==> src/rtl/jt10_mix_pkg.sv <==
// Shared definitions for the jt10 accumulator/mixer: algorithm codes, slot-code
// width and the saturation helpers used by each output side.
package jt10_mix_pkg;

    localparam int SLOT_W = 5;

    typedef enum logic [2:0] {
        ALG_0 = 3'd0,
        ALG_1 = 3'd1,
        ALG_2 = 3'd2,
        ALG_3 = 3'd3,
        ALG_4 = 3'd4,
        ALG_5 = 3'd5,
        ALG_6 = 3'd6,
        ALG_7 = 3'd7
    } alg_e;

    // Carrier operators are the only ones that reach the mixer.
    function automatic logic fm_enable(input logic [2:0] alg, input logic s1,
                                       input logic s2, input logic s4);
        logic en;
        case (alg)
            ALG_4:        en = s2 | s4;
            ALG_5, ALG_6: en = ~s1;
            ALG_7:        en = 1'b1;
            default:      en = s4;
        endcase
        return en;
    endfunction

    function automatic logic signed [63:0] saturate(input logic signed [63:0] v,
                                                    input int w);
        logic signed [63:0] hi;
        logic signed [63:0] lo;
        hi = (64'sd1 <<< (w - 1)) - 64'sd1;
        lo = -(64'sd1 <<< (w - 1));
        if (v > hi) begin
            return hi;
        end else if (v < lo) begin
            return lo;
        end else begin
            return v;
        end
    endfunction

    function automatic logic saturates(input logic signed [63:0] v, input int w);
        logic signed [63:0] hi;
        logic signed [63:0] lo;
        hi = (64'sd1 <<< (w - 1)) - 64'sd1;
        lo = -(64'sd1 <<< (w - 1));
        return (v > hi) || (v < lo);
    endfunction

endpackage

==> src/rtl/jt10_mix_side.sv <==
// One output side: frame accumulator, saturated sample register and sticky clip flag.
module jt10_mix_side
    import jt10_mix_pkg::*;
#(
    parameter int WOUT = 16,
    parameter int WACC = 21
) (
    input  logic                   clk,
    input  logic                   rst_n,
    input  logic                   clk_en,
    input  logic                   zero,
    input  logic                   clip_clr,
    input  logic signed [WACC-1:0] add,
    output logic signed [WOUT-1:0] out,
    output logic                   clip
);

    logic signed [WACC-1:0] acc_r;
    logic signed [WOUT-1:0] out_r;
    logic                   clip_r;
    logic signed [63:0]     acc_wide_s;
    logic signed [63:0]     sat_s;
    logic                   ovf_s;
    logic                   clip_set_s;

    // Saturated view of the finished frame sum.
    always_comb begin
        acc_wide_s = 64'(acc_r);
        sat_s      = saturate(acc_wide_s, WOUT);
        ovf_s      = saturates(acc_wide_s, WOUT);
        clip_set_s = clk_en & zero & ovf_s;
    end

    // Accumulate, and at frame start publish the sum and restart with this slot.
    always_ff @(posedge clk) begin
        if (!rst_n) begin
            acc_r <= '0;
            out_r <= '0;
        end else if (clk_en) begin
            if (zero) begin
                out_r <= sat_s[WOUT-1:0];
                acc_r <= add;
            end else begin
                acc_r <= acc_r + add;
            end
        end
    end

    // Sticky clip flag; a new saturation beats a same-cycle clear.
    always_ff @(posedge clk) begin
        if (!rst_n) begin
            clip_r <= 1'b0;
        end else if (clip_set_s) begin
            clip_r <= 1'b1;
        end else if (clip_clr) begin
            clip_r <= 1'b0;
        end
    end

    assign out  = out_r;
    assign clip = clip_r;

endmodule

==> src/rtl/jt10_acc_mix.sv <==
// Stereo FM accumulator with external sample injection into fixed slots.
module jt10_acc_mix
    import jt10_mix_pkg::*;
#(
    parameter int                       WOP      = 14,
    parameter int                       WOUT     = 16,
    parameter int                       NEXT     = 2,
    parameter logic [SLOT_W*NEXT-1:0]   EXT_SLOT = {5'd6, 5'd2},
    parameter logic [4*NEXT-1:0]        EXT_SH   = {4'hE, 4'h4}
) (
    input  logic                   clk,
    input  logic                   rst_n,
    input  logic                   clk_en,
    input  logic signed [WOP-1:0]  op_result,
    input  logic [1:0]             rl,
    input  logic                   zero,
    input  logic                   s1_enters,
    input  logic                   s2_enters,
    input  logic                   s4_enters,
    input  logic [2:0]             alg,
    input  logic [2:0]             cur_ch,
    input  logic [1:0]             cur_op,
    input  logic [16*NEXT-1:0]     ext_l,
    input  logic [16*NEXT-1:0]     ext_r,
    input  logic [NEXT-1:0]        ext_stb,
    input  logic [NEXT-1:0]        mix_en,
    input  logic                   clip_clr,
    output logic signed [WOUT-1:0] left,
    output logic signed [WOUT-1:0] right,
    output logic                   sample_stb,
    output logic                   clip_l,
    output logic                   clip_r
);

    localparam int WACC = WOUT + 5;

    logic signed [15:0]     hold_l_r [NEXT];
    logic signed [15:0]     hold_r_r [NEXT];
    logic                   sample_stb_r;
    logic [SLOT_W-1:0]      slot_s;
    logic [NEXT-1:0]        hit_vec_s;
    logic                   hit_s;
    logic                   ext_en_s;
    logic signed [WACC-1:0] ext_l_s;
    logic signed [WACC-1:0] ext_r_s;
    logic signed [WACC-1:0] add_l_s;
    logic signed [WACC-1:0] add_r_s;

    function automatic logic signed [WACC-1:0] shift_ext(input logic signed [15:0] v,
                                                        input logic [3:0] sh);
        logic signed [WACC-1:0] w;
        logic [3:0]             mag;
        w   = WACC'(v);
        mag = 4'd0 - sh;
        if (sh[3]) begin
            return w >>> mag;
        end else begin
            return w <<< sh;
        end
    endfunction

    // Hold registers follow their strobes regardless of slot timing.
    always_ff @(posedge clk) begin
        for (int i = 0; i < NEXT; i++) begin
            if (!rst_n) begin
                hold_l_r[i] <= '0;
                hold_r_r[i] <= '0;
            end else if (ext_stb[i]) begin
                hold_l_r[i] <= ext_l[16*i +: 16];
                hold_r_r[i] <= ext_r[16*i +: 16];
            end
        end
    end

    // Scan from the top index down so the lowest matching input wins.
    always_comb begin
        slot_s    = {cur_op, cur_ch};
        hit_vec_s = '0;
        ext_en_s  = 1'b0;
        ext_l_s   = '0;
        ext_r_s   = '0;
        for (int i = NEXT - 1; i >= 0; i--) begin
            hit_vec_s[i] = (slot_s == EXT_SLOT[SLOT_W*i +: SLOT_W]);
            ext_en_s     = hit_vec_s[i] ? mix_en[i] : ext_en_s;
            ext_l_s      = hit_vec_s[i] ? shift_ext(hold_l_r[i], EXT_SH[4*i +: 4]) : ext_l_s;
            ext_r_s      = hit_vec_s[i] ? shift_ext(hold_r_r[i], EXT_SH[4*i +: 4]) : ext_r_s;
        end
        hit_s = |hit_vec_s;
    end

    // Per-slot contribution; an external slot replaces the FM operator entirely.
    always_comb begin
        add_l_s = '0;
        add_r_s = '0;
        if (hit_s) begin
            add_l_s = ext_en_s ? ext_l_s : '0;
            add_r_s = ext_en_s ? ext_r_s : '0;
        end else if (fm_enable(alg, s1_enters, s2_enters, s4_enters)) begin
            add_l_s = rl[1] ? WACC'(op_result) : '0;
            add_r_s = rl[0] ? WACC'(op_result) : '0;
        end else begin
            add_l_s = '0;
            add_r_s = '0;
        end
    end

    // Strobe accompanies the sample published at a frame start.
    always_ff @(posedge clk) begin
        if (!rst_n) begin
            sample_stb_r <= 1'b0;
        end else begin
            sample_stb_r <= clk_en & zero;
        end
    end

    assign sample_stb = sample_stb_r;

    jt10_mix_side #(
        .WOUT (WOUT),
        .WACC (WACC)
    ) u_side_l (
        .clk      (clk),
        .rst_n    (rst_n),
        .clk_en   (clk_en),
        .zero     (zero),
        .clip_clr (clip_clr),
        .add      (add_l_s),
        .out      (left),
        .clip     (clip_l)
    );

    jt10_mix_side #(
        .WOUT (WOUT),
        .WACC (WACC)
    ) u_side_r (
        .clk      (clk),
        .rst_n    (rst_n),
        .clk_en   (clk_en),
        .zero     (zero),
        .clip_clr (clip_clr),
        .add      (add_r_s),
        .out      (right),
        .clip     (clip_r)
    );

endmodule

==> config.mk <==
export PLATFORM = sky130hd
export DESIGN_NAME = jt10_acc_mix
export DESIGN_NICKNAME = d
export VERILOG_FILES = /design/src/rtl/jt10_mix_pkg.sv /design/src/rtl/jt10_mix_side.sv /design/src/rtl/jt10_acc_mix.sv
export SDC_FILE = /design/constraint.sdc
export NUM_CORES = 1
export LEC_CHECK = 0
export BUFFER_PORTS_ARGS = -buffer_cell sky130_fd_sc_hd__buf_2
export CORE_UTILIZATION = 55
export DETAILED_ROUTE_END_ITERATION = 10
export PLACE_DENSITY = 0.78
export SETUP_SLACK_MARGIN = 0.02
export SLEW_MARGIN = 10
export SYNTH_ARGS = -nofsm -noshare
export SYNTH_HDL_FRONTEND = slang
export SYNTH_SLANG_ARGS = --single-unit
==> constraint.sdc <==
create_clock -name clk -period 5.97 [get_ports clk]
set_input_delay 0.2985 -clock clk [delete_from_list [all_inputs] [get_ports clk]]
set_output_delay 0.2985 -clock clk [all_outputs]
set_load 0.03 [all_outputs]
# == After elaboration in Yosys (flattened, before gate mapping) ==
# Memories as Yosys holds them, arrays and structs flattened.
# Cells that the tools add are included.
# totals
register_bits,77
ram_bits,64
input_bits,100
out_inout_bits,35
word_cells,73
n_memories,2
# memory_table
memory,depth,width,rd,rd_ports_with_merged_regs,wr,line_no,text
hold_l_r,2,16,2,0,2,jt10_acc_mix.sv:37,logic signed [15:0] hold_l_r [NEXT];
hold_r_r,2,16,2,0,2,jt10_acc_mix.sv:38,logic signed [15:0] hold_r_r [NEXT];
# op_classes
addsub,2
order_cmp,4
n_eq_ne,6
mux,36
bitwise_logic,9
n_reduce_logical,7
# op_table
operator,n
$mux 21,14
$mux 16,8
$add 21x21->21,2
$gt 21x16->1 const B,2
$lt 21x16->1 const B,2
$mux 1,13
$eq 3x3->1 const B,4
$eq 5x2->1 const B,1
$eq 5x3->1 const B,1
$or 1x1->1,5
$reduce_bool 2->1,2
$reduce_or 2->1,2
$and 1x1->1,3
$pmux 1 s3,1
$logic_or 1x1->1,2
$reduce_and 2->1,1
$not 1->1,1

# == Logic depth before layout (Yosys ltp) ==
# Gate-level depths: netlist of run 1.
# depth
word_depth,8
mapped_depth,16
mapped_depth_nobuf,15

# == Cells and area by module ==
# A second synthesis of run 1 with hierarchy kept.
# hier_totals
hier_cells,930
hier_area_um2,8420.6
# modules_own_cells
mod,n_inst,cells_each,area_per_inst_um2,seq_area_each_um2
jt10_acc_mix,1,272,3240.6,1821.7
jt10_mix_side (u_side_r),1,332,2597.5,760.7
jt10_mix_side (u_side_l),1,326,2582.5,760.7

# == Worst setup path before layout of run 1 ==
# No wires, ideal clock.
# synth_timing
path_kind,input port to flip-flop
startpoint,input cur_ch[0]
endpoint,register u_side_r.acc_r[20]
setup_time_ps,115
arrival_ps,3567
required_ps,5855
path_slack_ps,2288
stages,13
n_path_buf,1
path_cell_list,or4b_1 > clkbuf_1 > nor2_1 > a22o_1 > ha_1 > nor2b_4 > o31a_1 > o41a_1 > nand3b_2 > o211ai_2 > o31ai_2 > mux4_2 > o21a_1
# synth_between
elab_chain_len,7
word_cells_on_any_way,11
cone_classes,add/sub (1); eq/ne (2); mux (7); reduce/logical (1)
# synth_lines
element,line_no,text
start: declaration,jt10_acc_mix.sv:21,"input logic [2:0] cur_ch,"
$eq 5x3->1,jt10_acc_mix.sv:83,hit_vec_s[i] = (slot_s == EXT_SLOT[SLOT_W*i +: SLOT_W]);
$mux 21 / $mux 1 (equally long branches) (2 in a row),"jt10_acc_mix.sv:86, jt10_acc_mix.sv:84",
$mux 21,jt10_acc_mix.sv:97,add_r_s = ext_en_s ? ext_r_s : '0;
$mux 21 (*),jt10_acc_mix.sv:95,if (hit_s) begin
$add 21x21->21,jt10_mix_side.sv:44,acc_r <= acc_r + add;
$mux 21 (*),jt10_mix_side.sv:40,if (zero) begin
end signal: assignment,jt10_mix_side.sv:44,
end: declaration,jt10_mix_side.sv:18,logic signed [WACC-1:0] acc_r;
# Mark *: on every way between the ends. The rest lies on a longest branch, timed or not.
# A chain may end at the register's enable or synchronous reset.

# == Worst setup path in the final report of run 1 ==
# Ends and elaborated chain as after synthesis.

==> flow_summary_export.csv, run 1 <==
group,metric,value,unit
timing,tns,0,ns
hold_path,hp-class,"in2reg",
setup_path,path_delay_family,"compound AO/OA/AOI/OAI gates",
synth,synth.mux.area_fraction,3.70,%
synth,netlist_top_cells_area,"edfxtp_1 22%, dfxtp_1 19%, ha_1 6.2%",
power,irDropWorstVdd,171,uV
synth,synthCells,896,
setup_path,crit_path_frequent_cell,"nand2_1",
synth,yosysTopAreaCell,"edfxtp_1",
floorplanning,die_w,123,um
outcome,outcome,"finished, final reports clean",
timing,drv_slew,0,
floorplanning,die_h,123,um
synth,synth_edf_count,60,
setup_path,arrival,4.23,ns
clock_tree,path_clk_slew,0.06,ns
floorplanning,core,0.0140,mm2
route,post_drt_wl_per_cell,17.8,um
synth,synth_top_family_by_area,"compound AO/OA/AOI/OAI gates",
synth,synth_area_per_cell,8.95,um2
placed_design,gp_congestion,0.933,
floorplanning,start_util,57.1,%
setup_path,crit_type,"in2reg",
cells_and_area,final_layout_size_suffix_gt1_share,18.2,%
grt,grt_pass1_wl,33300,um
synth,netlist.area_leader.share,22.5,%
timing,tightest_slew,1.15,ns
hold_path,min-delay-start,"ext_l[22]",
route,drt_iter0_drc,556,
cells_and_area,fin_nets,1140,
timing,setup_ws,2.06,ns
floorplanning,io_pins,135,
timing,fin_skew,0.00614,ns
cells_and_area,post-route-util,66.2,%
timing,relSlewSlack,22.9,%
clock_tree,clk_latency,0.43,ns
synth,synthXorXnorAreaFrac,2.84,%
synth,synth_area,0.00802,mm2
timing,fmax,256,MHz
route,viasPerCell,6.09,
clock_tree,cts_tree,"done",
synth,synth.most_common_cell,"a21oi_1",
timing,min_period_over_period,65.4,%
cells_and_area,syn2layout_area_growth,15.9,%
setup_path,end_kind,"flip-flop",
timing,finalSetupViolCount,0,
setup_path,start_kind,"input port",
synth,yosysUniqueCellTypes,74,
clock_tree,cts_hold_buf,0,
timing,hold_viol_final,0,
setup_path,path_max_fanout,17,
setup_path,r2r-start,"hold_r_r[1][15]",
clock_tree,clock_path_buffers,2,
run,drv_cap,0,
setup_path,path_cells,"buf_2, nor4b_4, nand2_1, o21ai_0, ha_1, nand2_1, nand2_1, o41a_1, nand3b_2, o211ai_2, o31ai_2, mux4_2, o21a_1",
setup_path,required,6.29,ns
clock_tree,htreeDepth,4,
clock_tree,postCtsSetupBuffers,0,
setup_path,slowest_delay,0.56,ns
cells_and_area,diodes,0,
synth,synthFlopType,"dfxtp_1",
placed_design,portBuffers,130,
placed_design,dp_hpwl,15100,um
route,dr.pass1.iters,5,
synth,synth_common_cells,"93 x a21oi_1, 92 x nor2_1, 77 x dfxtp_1",
synth,ys_ff_latch,137,
floorplanning,die-area,0.0151,mm2
setup_path,slowest_stage,"nor4b_4",
synth,synth-simple-area-share,18.0,%
grt,antenna_found_initial,0,
clock_tree,cts.repair.resized,0,
clock_tree,numCtsBuffers,17,
synth,synth_nets,1038,
cells_and_area,fill_cells,1139,
cells_and_area,stdcell_count,1190,
grt,grt_overflow,0,
clock_tree,root_buffer,"clkbuf_16",
synth,async_flop_share,0,%
synth,yosysWarningCount,0,
timing,finalCriticalPeriod,3.91,ns
placed_design,preCtsSetupSlack,1.71,ns
setup_path,path_buf_inv,1,
grt,grt_max_degree,76,
route,drt_wl_total,21200,um
power,leakage,4.23,nW
route,drc,0,
route,ant_nets,0,
timing,rsz0062_at_grt,"false",
placed_design,place_inst,1159,
synth,synth_compound_area_share,23.6,%
grt,grt_pass1_vias,6496,
power,p_per_area,274,mW/mm2
clock_tree,cts_sinks,137,
setup_path,critPathLaunch,"cur_ch[0]",
grt,grt_use_total,29.2,%
synth,yosys.area_share.adder,6.74,%
route,vias,7246,
floorplanning,rows,43,
synth,ys_seq_area_share,41.7,%
[cell type report]
| type | instances | area [um2] | share of cell area, % |
|---|---|---|---|
| Clock buffer | 18 | 429 | 4.62 |
| Clock inverter | 13 | 130 | 1.40 |
| Inverter | 19 | 71.3 | 0.767 |
| Multi-Input combinational cell | 687 | 4400 | 47.4 |
| Sequential cell | 137 | 3340 | 36.0 |
| Tap cell | 180 | 225 | 2.42 |
| Timing Repair Buffer | 136 | 696 | 7.48 |
[per-stage QoR]
stage | power (W) | hold WS [ns] | instance area, um2
floorplan | 0.00142 | 0.477 | 8020
global placement | 0.00153 | 0.442 | 8740
detailed placement | 0.00155 | 0.444 | 8740
CTS | 0.00255 | 0.171 | 9300
global route | 0.00265 | 0.176 | 9300
finish | 0.00255 | 0.180 | 9300
[state kept, by name, summed over array words and instances (netlist names)]
signal,flops
hold_l_r,30
u_side_r.acc_r,21
u_side_l.acc_r,21
u_side_r.out,16
hold_r_r,30
u_side_r.clip,1
u_side_l.out,16
sample_stb,1
u_side_l.clip,1
[placed cells by master (no fill, tap or decap), types with 15 or more instances in the layout]
cell,n
nor2_1,91
inv_1,17
edfxtp_1,60
mux2i_1,24
xnor2_1,18
ha_1,40
dfxtp_1,77
a21oi_1,93
nand2_1,67
o21ai_1,15
nor3_1,17
clkbuf_16,17
and3_1,62
buf_2,130
a21o_1,18
o21ai_0,73
[worst register-to-register path, delay by kind of cell, from the launching register on]
kind	cells	cell delay (ns)
and+or+nand+nor	3	0.37
AOI/OAI and AO/OA	8	1.70
muxes	1	0.52
adders and majority gates	1	0.38
DFF	1	0.36
[kinds of logic (layout without fill, tap and decap cells)]
family,Yosys count,in the layout
AOI/OAI and AO/OA,302,302
xor gates and xnor gates,26,26
adders and majority gates,42,42
buffers and inverters,72,186
DFF,137,137
muxes,28,28
and+or+nand+nor,289,289
[per-layer routing]
metal	track usage [%]	wire length, um	vias up
met5	0	0	-
met3	7.20	2050	31
met4	11.1	457	0
li1	-	-	3521
met1	40.8	9420	3358
met2	43.5	9280	336
[path summary, 6_finish.rpt]
| check | cells past startpoint | slack (ns) | endpoint |
|---|---|---|---|
| worst max-delay path | 13 | 2.06 | u_side_r.acc_r[20] |
| worst min register to register | 2 | 0.45 | u_side_r.out[15] |
| worst min-delay path | 2 | 0.18 | hold_l_r[1][6] |
| worst max register to register | 13 | 2.56 | u_side_r.acc_r[20] |
[power breakdown]
| group | total (W) | leakage (nW) | internal, W | switching (W) |
|---|---|---|---|---|
| Sequential | 0.00109 | 1.28 | 0.00105 | 0.0000402 |
| Clock | 0.00102 | 0.265 | 0.000607 | 0.000410 |
| Combinational | 0.000444 | 2.69 | 0.000168 | 0.000275 |
(Power assumes the default switching activity.)
==> run 2, diff against run 1 <==
Settings changed: CORE_UTILIZATION 55 to 52.
Clock period 5.97 ns to 3.45 ns, I/O delays scaled along.
==> flow_summary_export.csv, run 2 (synthesized netlist as in run 1, its figures left out) <==
group,metric,value,unit
route,vias,7496,
cells_and_area,multiInputGateArea,0.00442,mm2
cells_and_area,stdcell_count,1268,
power,p_per_area,445,mW/mm2
placed_design,portBuffers,130,
clock_tree,numCtsBuffers,17,
setup_path,ff2ff_setup_slack,0.33,ns
floorplanning,core,0.0151,mm2
route,drc,0,
setup_path,end_kind,"flip-flop",
placed_design,placed_area,0.00930,mm2
hold_path,hp-class,"in2reg",
timing,drv_slew,0,
timing,tightest_slew,1.08,ns
clock_tree,cts_hold_buf,0,
route,drt_wl_total,22200,um
floorplanning,io_pins,135,
clock_tree,cts_sinks,137,
hold_path,hold_depth,2,
cells_and_area,register_area,0.00334,mm2
timing,rsz0062_at_grt,"true",
timing,hold_viol_final,0,
clock_tree,path_clk_slew,0.06,ns
cells_and_area,fin_nets,1209,
route,post_drt_wl_per_cell,17.5,um
timing,finalSetupViolCount,0,
clock_tree,cts_tree,"done",
timing,finalCriticalPeriod,3.28,ns
timing,fin_skew,0.00835,ns
grt,antenna_found_initial,0,
setup_path,crit_type,"in2reg",
floorplanning,die_h,126,um
placed_design,dp_hpwl,16500,um
setup_path,critPathLaunch,"alg[1]",
hold_path,min-delay-start,"ext_l[10]",
outcome,outcome,"finished, final reports clean",
floorplanning,die_w,126,um
setup_path,r2r_cells,14,
timing,min_period_over_period,95.0,%
cells_and_area,final_layout_size_suffix_gt1_share,24.0,%
setup_path,r2r-start,"hold_r_r[1][15]",
setup_path,required,3.77,ns
clock_tree,root_buffer,"clkbuf_16",
grt,grt_pass1_wl,35800,um
setup_path,start_kind,"input port",
route,dr.pass1.iters,5,
hold_path,hold_end,"hold_l_r[0][10]",
cells_and_area,fill_cells,1280,
grt,grt_use_met2,45.4,%
power,irDropWorstVdd,325,uV
timing,setup_ws,0.172,ns
cells_and_area,final_common_cell,"buf_2",
run,drv_cap,0,
grt,grt_overflow,0,
timing,fmax,305,MHz
clock_tree,cts.repair.resized,0,
grt,grt_use_total,28.8,%
clock_tree,postCtsSetupBuffers,0,
placed_design,gp_congestion,0.975,
power,finalPower,0.00437,W
floorplanning,start_util,53.0,%
cells_and_area,diodes,0,
clock_tree,clock_path_buffers,2,
power,leakage,4.56,nW
grt,grtUsageMet1,40.0,%
floorplanning,die-area,0.0159,mm2
grt,grt_max_degree,64,
route,drt_iter0_drc,497,
floorplanning,rows,45,
cells_and_area,mostFrequentLayoutCells,"130 x buf_2, 93 x a21oi_1, 89 x nor2_1",
clock_tree,htreeDepth,4,
setup_path,r2r_end,"u_side_r.acc_r[20]",
timing,relSlewSlack,27.7,%
setup_path,arrival,3.60,ns
clock_tree,clk_latency,0.43,ns
placed_design,place_inst,1236,
cells_and_area,reg_top3,"hold_l_r: 30 flops, hold_r_r: 30 flops",
cells_and_area,syn2layout_area_growth,22.4,%
placed_design,preCtsSetupSlack,-0.261,ns
setup_path,path_max_fanout,4,
route,ant_nets,0,
grt,grt_pass1_vias,6941,
route,viasPerCell,5.91,
cells_and_area,stdcell_area,0.00982,mm2
grt,grt_busiest_layer,"met2",
cells_and_area,post-route-util,64.8,%
grt,met3_usage,5.14,%
==> run 2: cell types whose count changed in the layout (fill, tap and decap cells not counted), moves of 2 or more <==
cell,change
bufinv_16,-2
inv_6,+3
clkinv_4,-2
nor2_1,-2
clkinvlp_4,+2
buf_4,+68
==> run 2: worst max-delay path, cell delays in order <==
cell and delay, ns:
buf_2 0.10, o31a_1 0.32, o221ai_2 0.27, nor2_2 0.09
a22o_1 0.25, ha_1 0.19, inv_1 0.08, fa_1 0.23
nor2b_4 0.05, o31a_1 0.28, o41a_1 0.35, nand3b_2 0.10
o211ai_2 0.12, o31ai_2 0.25, mux4_2 0.53, o21a_1 0.19
==> run 2: final cells by class <==
type                    count  area share, %
flip-flops and latches    137           34.0
multi-input cells         687           45.0
clock inverters            15           1.02
inverters                  19          0.726
well taps                 188           2.40
clock buffers              17           4.33
repair buffers            205           12.5
==> run 2: per-layer routing <==
layer | part of all wire, % | routed length [um] | up-vias
met1 | 44 | 9750 | 3479
li1 | - | - | 3672
met5 | 0 | 0 | -
met3 | 7.5 | 1660 | 36
met4 | 2.0 | 434 | 0
met2 | 47 | 10400 | 309
==> run 2: worst max-delay path by stage <==
stage                               endpoint  slack (ns)  cells past startpoint
after detailed placement  u_side_r.acc_r[20]       -0.26                     16
final                     u_side_r.acc_r[20]        0.17                     16
after CTS                 u_side_r.acc_r[20]        0.18                     16
after floorplan           u_side_r.acc_r[20]        0.03                     14
after global routing      u_side_r.acc_r[20]        0.02                     16
after global placement    u_side_r.acc_r[20]       -0.15                     16
==> run 2: power by group <==
part	internal (W)	switching, W	total (W)
Clock	0.000913	0.000723	0.00164
Sequential	0.00182	0.0000740	0.00189
Combinational	0.000347	0.000492	0.000840
==> run 2: per-stage QoR <==
stage / setup TNS [ns] / hold slack (ns)
final: 0 / 0.0576
after global routing: 0 / 0.0481
after CTS: 0 / 0.0465
after detailed placement: -0.605 / 0.450
after global placement: -0.252 / 0.444
after floorplan: 0 / 0.375
==> run 3, diff against run 2 <==
Settings changed: CORE_UTILIZATION 52 to 55, SLEW_MARGIN 10 to unset.
Clock period 3.45 ns to 3.7 ns, I/O delays scaled along.
==> flow_summary_export.csv, run 3 (synthesized netlist as in run 1, its figures left out) <==
group,metric,value,unit
clock_tree,postCtsSetupBuffers,0,
floorplanning,start_util,57.1,%
setup_path,r2r_cells,12,
hold_path,hp-class,"in2reg",
setup_path,crit_type,"in2reg",
cells_and_area,final_common_cell,"buf_2",
setup_path,r2r_end,"u_side_r.acc_r[20]",
power,leakage,4.50,nW
clock_tree,htreeDepth,4,
placed_design,dp_hpwl,16200,um
cells_and_area,reg_top3,"hold_l_r: 30 flops, hold_r_r: 30 flops",
floorplanning,core,0.0140,mm2
route,post_drt_wl_per_cell,17.8,um
timing,tightest_slew,1.07,ns
cells_and_area,syn2layout_area_growth,21.1,%
timing,hold_viol_final,0,
setup_path,end_kind,"flip-flop",
hold_path,min-delay-start,"ext_r[2]",
route,drt_wl_total,22100,um
clock_tree,clock_path_buffers,2,
timing,relSlewSlack,28.1,%
route,viasPerCell,6.03,
cells_and_area,diodes,0,
placed_design,gp_congestion,0.947,
floorplanning,die-area,0.0151,mm2
route,ant_nets,0,
setup_path,crit_path_frequent_cell,"nand2_1",
setup_path,slowest_delay,0.54,ns
timing,drv_slew,0,
timing,finalCriticalPeriod,3.43,ns
floorplanning,rows,43,
hold_path,hold_end,"hold_r_r[0][2]",
timing,min_period_over_period,92.7,%
clock_tree,path_clk_slew,0.06,ns
grt,grt_overflow,0,
floorplanning,die_w,123,um
cells_and_area,stdcell_count,1239,
clock_tree,cts_hold_buf,0,
outcome,outcome,"finished, final reports clean",
setup_path,slowest_stage,"mux4_2",
setup_path,path_max_fanout,8,
grt,grt_pass1_vias,6787,
floorplanning,die_h,123,um
clock_tree,cts.repair.resized,0,
clock_tree,clk_latency,0.42,ns
cells_and_area,multiInputGateArea,0.00441,mm2
power,irDropWorstVdd,273,uV
grt,grt_use_total,30.4,%
timing,finalSetupViolCount,0,
power,p_per_area,442,mW/mm2
cells_and_area,register_area,0.00334,mm2
setup_path,arrival,3.74,ns
power,finalPower,0.00430,W
timing,fmax,291,MHz
setup_path,path_delay_family,"compound AO/OA/AOI/OAI gates",
cells_and_area,final_layout_size_suffix_gt1_share,22.1,%
grt,grt_pass1_wl,34800,um
run,drv_cap,0,
cells_and_area,fill_cells,1113,
setup_path,required,4.01,ns
timing,rsz0062_at_grt,"true",
timing,tns,0,ns
floorplanning,io_pins,135,
placed_design,portBuffers,130,
grt,grt_max_degree,59,
clock_tree,cts_sinks,137,
grt,antenna_found_initial,0,
route,dr.pass1.iters,5,
setup_path,ff2ff_setup_slack,0.65,ns
route,vias,7471,
setup_path,path_buf_inv,3,
hold_path,hold_depth,2,
setup_path,r2r-start,"hold_r_r[1][2]",
route,drt_iter0_drc,642,
cells_and_area,fin_nets,1189,
placed_design,place_inst,1208,
clock_tree,numCtsBuffers,17,
setup_path,path_cells,"buf_2, buf_4, xnor2_1, o221ai_1, nor2_1, buf_4, nand2_1, o21ai_0, ha_1, nand2_1, nand2_1, o41a_1, nand3b_2, o211ai_2, o31ai_2, mux4_2, o21a_1",
route,drc,0,
timing,fin_skew,0.00588,ns
cells_and_area,post-route-util,69.2,%
clock_tree,root_buffer,"clkbuf_16",
clock_tree,cts_tree,"done",
setup_path,start_kind,"input port",
cells_and_area,mostFrequentLayoutCells,"130 x buf_2, 93 x a21oi_1, 90 x nor2_1",
## run 3: worst reg2reg max path, delay by kind of cell, from the launching register on
kind	cells	cell delay, ns
AOI/OAI and AO/OA	6	1.38
adders and majority gates	2	0.43
buffers and inverters	1	0.07
DFF	1	0.36
muxes	1	0.54
and+or+nand+nor	2	0.17
## run 3: worst max-delay path by stage
| stage | cells past startpoint | to | start |
|---|---|---|---|
| floorplan | 13 | u_side_r.acc_r[20] | cur_ch[0] |
| global placement | 16 | u_side_r.acc_r[20] | alg[1] |
| detailed placement | 16 | u_side_r.acc_r[20] | alg[1] |
| CTS | 16 | u_side_r.acc_r[20] | alg[1] |
| global route | 18 | u_side_r.acc_r[19] | alg[1] |
| finish | 17 | u_side_r.acc_r[20] | alg[1] |
## run 3: layout make-up
class                           count  area share (%)
Multi-Input combinational cell    687            45.3
Sequential cell                   137            34.4
Timing Repair Buffer              185            10.9
Clock buffer                       18            4.42
Tap cell                          180            2.32
Clock inverter                     13            1.83
Inverter                           19           0.734
## run 3: power by group
group	internal [W]	switching [W]
Clock	0.00112	0.000644
Sequential	0.00170	0.0000665
Combinational	0.000309	0.000459
Total	0.00313	0.00117
## run 3: metrics by stage
step	hold WS [ns]	worst slack [ns]	area, um2
3_3_place_gp	0.445	-0.0381	9110
6_report	0.0773	0.269	9720
4_1_cts	0.0655	0.325	9710
5_1_grt	0.0689	-0.00248	9720
3_5_place_dp	0.449	-0.119	9110
2_1_floorplan	0.387	0.132	8020
## run 3: routing by layer
metal | vias to the layer above | share of wire, % | global-route usage [%]
met5 | - | 0 | 0
met4 | 0 | 1.2 | 8.38
met3 | 21 | 8.8 | 7.02
met2 | 338 | 45 | 46.9
met1 | 3485 | 45 | 42.4
li1 | 3627 | - | -
